### config.mk
export PLATFORM = sky130hd
export DESIGN_NAME = axis_flit_deserializer_flat
export DESIGN_NICKNAME = d
export VERILOG_FILES = /design/src/rtl/noc_serdes_pkg.sv /design/src/rtl/axis_flit_deserializer_if.sv /design/src/rtl/axis_flit_deserializer_fifo.sv /design/src/rtl/axis_flit_deserializer.sv /design/src/flat_wrapper.sv
export SDC_FILE = /design/constraint.sdc
export NUM_CORES = 1
export LEC_CHECK = 0
export BUFFER_PORTS_ARGS = -buffer_cell sky130_fd_sc_hd__buf_2
export CORE_ASPECT_RATIO = 1.2
export CORE_MARGIN = 10
export CORE_UTILIZATION = 60
export DETAILED_ROUTE_END_ITERATION = 6
export PLACE_DENSITY = 0.92
export SKIP_LAST_GASP = 1
export SLEW_MARGIN = 0
export SYNTH_ARGS = -nofsm -noshare
export SYNTH_HDL_FRONTEND = slang
export SYNTH_SLANG_ARGS = --single-unit
### constraint.sdc
create_clock -name clk -period 13.29 [get_ports clk]
set_input_delay 1.329 -clock clk [delete_from_list [all_inputs] [get_ports clk]]
set_output_delay 1.329 -clock clk [all_outputs]
set_load 0.1 [all_outputs]
### src/rtl/noc_serdes_pkg.sv
// Shared types and constant helpers for the NoC flit serializer/deserializer family.
package noc_serdes_pkg;

  typedef enum logic {
    COLLECT = 1'b0,
    HOLD    = 1'b1
  } asm_state_e;

  function automatic int clog2(input int v);
    int r;
    r = 0;
    while ((1 << r) < v) r++;
    return r;
  endfunction

  function automatic int flit_width(input int tdata_width, input int ser_factor);
    return tdata_width / ser_factor;
  endfunction

  // Counters need at least one bit even when they only ever hold zero.
  function automatic int cnt_width(input int n);
    return (n > 1) ? clog2(n) : 1;
  endfunction

endpackage

### src/rtl/axis_flit_deserializer_if.sv
// Flit ingress (send/credit) plus AXI-Stream egress bundle of the flit deserializer.
interface axis_flit_deserializer_if
  import noc_serdes_pkg::*;
#(
  parameter int TDATA_WIDTH          = 512,
  parameter int SERIALIZATION_FACTOR = 4,
  parameter int DEST_WIDTH           = 6
);
  localparam int FLIT_WIDTH = flit_width(TDATA_WIDTH, SERIALIZATION_FACTOR);

  logic [FLIT_WIDTH-1:0]  data_in;
  logic [DEST_WIDTH-1:0]  dest_in;
  logic                   is_tail_in;
  logic                   send_in;
  logic                   credit_out;
  logic                   axis_tvalid;
  logic                   axis_tready;
  logic [TDATA_WIDTH-1:0] axis_tdata;
  logic                   axis_tlast;
  logic [DEST_WIDTH-1:0]  axis_tdest;

  modport slave (
    input  data_in, dest_in, is_tail_in, send_in, axis_tready,
    output credit_out, axis_tvalid, axis_tdata, axis_tlast, axis_tdest
  );

  modport master (
    output data_in, dest_in, is_tail_in, send_in, axis_tready,
    input  credit_out, axis_tvalid, axis_tdata, axis_tlast, axis_tdest
  );
endinterface

### src/rtl/axis_flit_deserializer_fifo.sv
// Flit buffer: stores {tail, dest, data}; a push while full is accepted only alongside a pop.
module flit_fifo
  import noc_serdes_pkg::*;
#(
  parameter int DATA_W = 135,
  parameter int DEPTH  = 4
) (
  input  logic              clk,
  input  logic              rst_n,
  input  logic              push_i,
  input  logic [DATA_W-1:0] data_i,
  input  logic              pop_i,
  output logic [DATA_W-1:0] data_o,
  output logic              full_o,
  output logic              empty_o
);
  localparam int AW = cnt_width(DEPTH);

  logic [DATA_W-1:0] mem_q [DEPTH];
  logic [AW:0]       wr_q, rd_q;
  logic              wr_en;

  // Extra pointer MSB distinguishes full from empty when the indices match.
  assign full_o  = (wr_q[AW] != rd_q[AW]) && (wr_q[AW-1:0] == rd_q[AW-1:0]);
  assign empty_o = (wr_q == rd_q);
  assign wr_en   = push_i && (!full_o || pop_i);
  assign data_o  = mem_q[rd_q[AW-1:0]];

  always_ff @(posedge clk or negedge rst_n) begin
    if (!rst_n) begin
      wr_q <= '0;
      rd_q <= '0;
    end else begin
      if (wr_en) wr_q <= wr_q + 1'b1;
      if (pop_i) rd_q <= rd_q + 1'b1;
    end
  end

  always_ff @(posedge clk) begin
    if (wr_en) mem_q[wr_q[AW-1:0]] <= data_i;
  end

endmodule

### src/rtl/axis_flit_deserializer.sv
// Reassembles credit-flow-controlled NoC flits into AXI-Stream beats.
// Optional DESER_DEST_CHECK_EN adds a sticky dest_err output for mixed-dest beats.
module axis_flit_deserializer
  import noc_serdes_pkg::*;
#(
  parameter int TDATA_WIDTH          = 512,
  parameter int SERIALIZATION_FACTOR = 4,
  parameter int DEST_WIDTH           = 6,
  parameter int FLIT_BUFFER_DEPTH    = 4
) (
  input  logic                     clk,
  input  logic                     rst_n,
  axis_flit_deserializer_if.slave  bus_if,
`ifdef DESER_DEST_CHECK_EN
  output logic                     dest_err,
`endif
  output logic                     overflow
);
  localparam int FW      = flit_width(TDATA_WIDTH, SERIALIZATION_FACTOR);
  localparam int CNT_W   = cnt_width(SERIALIZATION_FACTOR);
  localparam int ENTRY_W = FW + DEST_WIDTH + 1;

  logic [ENTRY_W-1:0]    fifo_rdata;
  logic                  fifo_full, fifo_empty, pop, hs;
  logic [FW-1:0]         f_data;
  logic [DEST_WIDTH-1:0] f_dest;
  logic                  f_tail;

  asm_state_e             state_q, state_d;
  logic [CNT_W-1:0]       cnt_q, cnt_d, slot;
  logic [TDATA_WIDTH-1:0] tdata_q, tdata_d;
  logic                   tvalid_q, tvalid_d, tlast_q, tlast_d;
  logic [DEST_WIDTH-1:0]  tdest_q, tdest_d;
  logic                   credit_q, overflow_q, overflow_d;

  flit_fifo #(.DATA_W(ENTRY_W), .DEPTH(FLIT_BUFFER_DEPTH)) u_fifo (
    .clk     (clk),
    .rst_n   (rst_n),
    .push_i  (bus_if.send_in),
    .data_i  ({bus_if.is_tail_in, bus_if.dest_in, bus_if.data_in}),
    .pop_i   (pop),
    .data_o  (fifo_rdata),
    .full_o  (fifo_full),
    .empty_o (fifo_empty)
  );

  assign f_data = fifo_rdata[FW-1:0];
  assign f_dest = fifo_rdata[FW +: DEST_WIDTH];
  assign f_tail = fifo_rdata[ENTRY_W-1];

  assign hs  = (state_q == HOLD) && bus_if.axis_tready;
  assign pop = !fifo_empty && ((state_q == COLLECT) || hs);
  // A pop in the same cycle frees the slot, so a push on a full FIFO is not a drop.
  assign overflow_d = overflow_q | (bus_if.send_in && fifo_full && !pop);

  always_comb begin
    state_d  = state_q;
    cnt_d    = cnt_q;
    tdata_d  = tdata_q;
    tvalid_d = tvalid_q;
    tlast_d  = tlast_q;
    tdest_d  = tdest_q;
    slot     = cnt_q;
    if (hs) begin
      state_d  = COLLECT;
      cnt_d    = '0;
      tdata_d  = '0;
      tvalid_d = 1'b0;
      tlast_d  = 1'b0;
      slot     = '0;
    end
    // After a handshake the popped flit starts the next beat in slot 0.
    if (pop) begin
      tdata_d[slot*FW +: FW] = f_data;
      if ((slot == CNT_W'(SERIALIZATION_FACTOR - 1)) || f_tail) begin
        state_d  = HOLD;
        tvalid_d = 1'b1;
        tlast_d  = f_tail;
        tdest_d  = f_dest;
      end else begin
        cnt_d = slot + CNT_W'(1);
      end
    end
  end

  always_ff @(posedge clk or negedge rst_n) begin
    if (!rst_n) begin
      state_q    <= COLLECT;
      cnt_q      <= '0;
      tdata_q    <= '0;
      tvalid_q   <= 1'b0;
      tlast_q    <= 1'b0;
      tdest_q    <= '0;
      credit_q   <= 1'b0;
      overflow_q <= 1'b0;
    end else begin
      state_q    <= state_d;
      cnt_q      <= cnt_d;
      tdata_q    <= tdata_d;
      tvalid_q   <= tvalid_d;
      tlast_q    <= tlast_d;
      tdest_q    <= tdest_d;
      credit_q   <= pop;
      overflow_q <= overflow_d;
    end
  end

`ifdef DESER_DEST_CHECK_EN
  logic [DEST_WIDTH-1:0] dest0_q, dest0_d;
  logic                  dest_err_q, dest_err_d;

  always_comb begin
    dest0_d    = dest0_q;
    dest_err_d = dest_err_q;
    if (pop) begin
      if (slot == '0) dest0_d = f_dest;
      else if (f_dest != dest0_q) dest_err_d = 1'b1;
    end
  end

  always_ff @(posedge clk or negedge rst_n) begin
    if (!rst_n) begin
      dest0_q    <= '0;
      dest_err_q <= 1'b0;
    end else begin
      dest0_q    <= dest0_d;
      dest_err_q <= dest_err_d;
    end
  end

  assign dest_err = dest_err_q;
`endif

  assign bus_if.credit_out  = credit_q;
  assign bus_if.axis_tvalid = tvalid_q;
  assign bus_if.axis_tdata  = tdata_q;
  assign bus_if.axis_tlast  = tlast_q;
  assign bus_if.axis_tdest  = tdest_q;
  assign overflow           = overflow_q;

endmodule

### src/flat_wrapper.sv
// flat-port wrapper written by rule: the top's interface ports become plain ports
module axis_flit_deserializer_flat import noc_serdes_pkg::*;
#(
  parameter int TDATA_WIDTH          = 512,
  parameter int SERIALIZATION_FACTOR = 4,
  parameter int DEST_WIDTH           = 6,
  parameter int FLIT_BUFFER_DEPTH    = 4
)
  (clk, rst_n, overflow, bus_if_data_in, bus_if_dest_in, bus_if_is_tail_in, bus_if_send_in, bus_if_axis_tready, bus_if_credit_out, bus_if_axis_tvalid, bus_if_axis_tdata, bus_if_axis_tlast, bus_if_axis_tdest);
  axis_flit_deserializer_if #(.TDATA_WIDTH(TDATA_WIDTH), .SERIALIZATION_FACTOR(SERIALIZATION_FACTOR), .DEST_WIDTH(DEST_WIDTH)) bus_if_i ();
  input  logic clk;
  input  logic rst_n;
  output logic overflow;
  input wire logic [$bits(bus_if_i.data_in)-1:0] bus_if_data_in;
  input wire logic [$bits(bus_if_i.dest_in)-1:0] bus_if_dest_in;
  input wire logic [$bits(bus_if_i.is_tail_in)-1:0] bus_if_is_tail_in;
  input wire logic [$bits(bus_if_i.send_in)-1:0] bus_if_send_in;
  input wire logic [$bits(bus_if_i.axis_tready)-1:0] bus_if_axis_tready;
  output wire logic [$bits(bus_if_i.credit_out)-1:0] bus_if_credit_out;
  output wire logic [$bits(bus_if_i.axis_tvalid)-1:0] bus_if_axis_tvalid;
  output wire logic [$bits(bus_if_i.axis_tdata)-1:0] bus_if_axis_tdata;
  output wire logic [$bits(bus_if_i.axis_tlast)-1:0] bus_if_axis_tlast;
  output wire logic [$bits(bus_if_i.axis_tdest)-1:0] bus_if_axis_tdest;
  assign bus_if_i.data_in = bus_if_data_in;
  assign bus_if_i.dest_in = bus_if_dest_in;
  assign bus_if_i.is_tail_in = bus_if_is_tail_in;
  assign bus_if_i.send_in = bus_if_send_in;
  assign bus_if_i.axis_tready = bus_if_axis_tready;
  assign bus_if_credit_out = bus_if_i.credit_out;
  assign bus_if_axis_tvalid = bus_if_i.axis_tvalid;
  assign bus_if_axis_tdata = bus_if_i.axis_tdata;
  assign bus_if_axis_tlast = bus_if_i.axis_tlast;
  assign bus_if_axis_tdest = bus_if_i.axis_tdest;
  axis_flit_deserializer #(.TDATA_WIDTH(TDATA_WIDTH), .SERIALIZATION_FACTOR(SERIALIZATION_FACTOR), .DEST_WIDTH(DEST_WIDTH), .FLIT_BUFFER_DEPTH(FLIT_BUFFER_DEPTH)) u_core (.clk(clk), .rst_n(rst_n), .bus_if(bus_if_i), .overflow(overflow));
endmodule
==> results.json <==
{
  "drv_slew": 0,
  "cp.required_ns": 13.86,
  "setup_viol": 0,
  "finalWorstSetupSlack_ns": 9.13,
  "clockRootBuffer": "clkbuf_16",
  "fp.dieH_um": 306,
  "finalCritPeriodShare": 0.313,
  "synth-seq-cells": 1071,
  "numCtsBuffers": 97,
  "fin_worst_skew_ns": 0.0478,
  "worstSetupPathType": "input port to register",
  "tns_ns": 0,
  "num-fill-cells": 3943,
  "dieArea_mm2": 0.0792,
  "post-route-drc-count": 0,
  "synth_warnings": 0,
  "viasPerCell": 6.26,
  "ys_seq_area_frac": 0.720,
  "worstSetupEndpointType": "register",
  "layout.nets": 3241,
  "synthDistinctLibCells": 38,
  "grt_start_max_net_pins": 163,
  "dp.cells": 3894,
  "clock-sinks": 1071,
  "dp_hpwl_mm": 72.6,
  "htreeDepth": 3,
  "synth_cells": 2467,
  "maxCapViolations": 0,
  "ios": 661,
  "status": "finished, final reports clean",
  "grt_setup_unrepaired": "false",
  "worstMarginPinSlew_ns": 1.13,
  "hold_viol": 0,
  "hp-class": "register to register",
  "grt.overflow.total": 0,
  "avgSynthCellArea_um2": 16.6,
  "drive_above_1_share": 0.319,
  "area.growth.synth_to_final_pct": 17.2,
  "fmax_ghz": 0.240,
  "final_core_util": 0.713,
  "power_density_mw_per_mm2": 256,
  "dpl-instance-area_mm2": 0.0447,
  "netlist_area_mm2": 0.0410,
  "wirelength_mm": 117,
  "final_cell_mix": "659 x buf_2, 540 x edfxtp_1, 529 x dfrtp_1, 518 x nand2_1",
  "fp.dieW_um": 259,
  "grt_pass1_vias": 26800,
  "dr_total_vias": 25900,
  "cp.arrival_ns": 4.74,
  "ir_worst_vdd_mv": 0.250,
  "wl_per_cell_um": 28.3,
  "relSlewSlack": 0.246,
  "ant_nets": 0,
  "hold_buffers": 0,
  "row_count": 104,
  "synth_nets": 2616,
  "grt_pass1_wl_mm": 173,
  "initial_core_util": 0.608,
  "grt.total_usage": 0.288,
  "clk_pin_slew_ns": 0.06,
  "first_pass_iters": 6,
  "clock_latency_ns": 0.67,
  "worstPathMaxFanout": 67,
  "preCtsSetupSlack_ns": 8.47,
  "finalNonFillerCells": 4133,
  "cts_setup_buffers": 0,
  "p_leak_nw": 21.9,
  "cts_buffer_depth": 3,
  "antenna_found_initial": 60,
  "drt_iter0_markers": 3270,
  "cts_resized": 0,
  "min_period_ns": 4.16,
  "numPortBuffers": 660,
  "core_mm2": 0.0674,
  "cts_tree": "yes",
  "critPathLaunchType": "input port",
  "place_congestion": 0.840,
  "design_area_mm2": 0.0480,
  "layout_commonest_cell": "buf_2"
}
-- final cells by class --
type	count	area, um^2	share of cell area
Tap cell	901	1130	0.0235
Timing Repair Buffer	696	3600	0.0749
Clock buffer	139	2830	0.0588
Inverter	6	22.5	0.000469
Sequential cell	1071	29500	0.614
Antenna cell	55	138	0.00287
Multi-Input combinational cell	1220	10400	0.217
Clock inverter	45	402	0.00836
-- critical path, stage by stage --
cell,delay [ns]
buf_2,0.14
nand2_8,0.36
nand2_1,0.22
ha_1,0.34
nor3b_1,0.29
and4_4,0.88
buf_4,0.76
a22o_1,0.30
-- stage by stage --
step / hold slack, ns / total power (W)
6_report: 0.479 / 0.0123
5_1_grt: 0.509 / 0.0127
4_1_cts: 0.476 / 0.0123
3_5_place_dp: 0.464 / 0.00946
3_3_place_gp: 0.459 / 0.00934
2_1_floorplan: 0.498 / 0.00830
-- flip-flops by register name, summed over array words and instances, names as in the netlist --
signal,flops
u_core.u_fifo.mem_q,540
u_core.bus_if.axis_tdata,512
u_core.bus_if.axis_tdest,6
u_core.u_fifo.rd_q,3
u_core.u_fifo.wr_q,3
u_core.cnt_q,2
u_core.bus_if.axis_tlast,1
u_core.bus_if.axis_tvalid,1
u_core.bus_if.credit_out,1
u_core.overflow,1
u_core.state_q,1
-- power breakdown --
group | total, W | internal [W] | leakage (nW) | switching [W]
Sequential | 0.00444 | 0.00413 | 12.3 | 0.000303
Combinational | 0.00506 | 0.00114 | 7.98 | 0.00392
Clock | 0.00280 | 0.00156 | 1.59 | 0.00125
-- layer usage --
metal,GRT usage,share of wire,vias up
li1,-,-,10500
met1,0.347,0.34,13100
met2,0.468,0.50,1899
met3,0.0760,0.099,385
met4,0.160,0.055,20
met5,0,0.0011,-
-- path summary, 6_finish.rpt --
check	from	endpoint	slack [ns]	cells after the start
worst max-delay path	bus_if_axis_tready	u_core.bus_if.axis_tdata[219]$_DFF_PN0_	9.13	8
worst min-delay path	u_core.bus_if.axis_tvalid$_DFF_PN0_	u_core.bus_if.axis_tvalid$_DFF_PN0_	0.48	1
worst max register to register	u_core.state_q$_DFF_PN0_	u_core.bus_if.axis_tdata[219]$_DFF_PN0_	9.33	7
worst min register to register	u_core.bus_if.axis_tvalid$_DFF_PN0_	u_core.bus_if.axis_tvalid$_DFF_PN0_	0.48	1
max in group asynchronous	rst_n	u_core.bus_if.axis_tdata[101]$_DFF_PN0_	9.49	4
min in group asynchronous	rst_n	u_core.bus_if.axis_tdata[428]$_DFF_PN0_	0.75	1
-- cells by family after synthesis --
group | share of synthesized area
adder cells (fa/ha/maj) | 0.00305
flip-flops | 0.720
XOR/XNOR | 0.00229
AO/OA/AOI/OAI | 0.0577
AND/OR/NAND/NOR | 0.0503
multiplexers | 0.139
buffers and inverters | 0.0275
-- synth_stat cells --
| cell type | instances | area share |
|---|---|---|
| edfxtp_1 | 540 | 0.40 |
| dfrtp_1 | 531 | 0.32 |
| nand2_1 | 520 | 0.048 |
| a22o_1 | 257 | 0.055 |
| mux2i_1 | 257 | 0.063 |
| mux4_2 | 135 | 0.074 |
| clkbuf_1 | 58 | 0.0053 |
| buf_2 | 47 | 0.0057 |
| buf_6 | 46 | 0.013 |
| buf_4 | 16 | 0.0029 |
| ha_1 | 10 | 0.0031 |
| mux2_2 | 7 | 0.0019 |
| inv_1 | 6 | 0.00055 |
| and2_1 | 5 | 0.00076 |
| xnor2_1 | 4 | 0.00086 |
| buf_1 | 3 | 0.00027 |
| xor2_1 | 3 | 0.00064 |
| xnor2_2 | 2 | 0.00079 |
| a2111oi_4 | 1 | 0.00067 |
| a211oi_1 | 1 | 0.00018 |
| a21o_1 | 1 | 0.00018 |
| a21oi_1 | 1 | 0.00012 |
| a21oi_2 | 1 | 0.00021 |
| a31oi_2 | 1 | 0.00031 |
| a31oi_4 | 1 | 0.00052 |
| a41oi_1 | 1 | 0.00021 |
| and3_1 | 1 | 0.00015 |
| and4_1 | 1 | 0.00021 |
| and4_4 | 1 | 0.00027 |
| nand2_2 | 1 | 0.00015 |
| nand4_1 | 1 | 0.00015 |
| nor2_1 | 1 | 0.000092 |
| nor2b_1 | 1 | 0.00015 |
| nor3_4 | 1 | 0.00040 |
| nor3b_1 | 1 | 0.00018 |
| o21ai_0 | 1 | 0.00012 |
| o21bai_1 | 1 | 0.00018 |
| or2_2 | 1 | 0.00015 |
No activity file was read; power rests on OpenSTA's default activity.
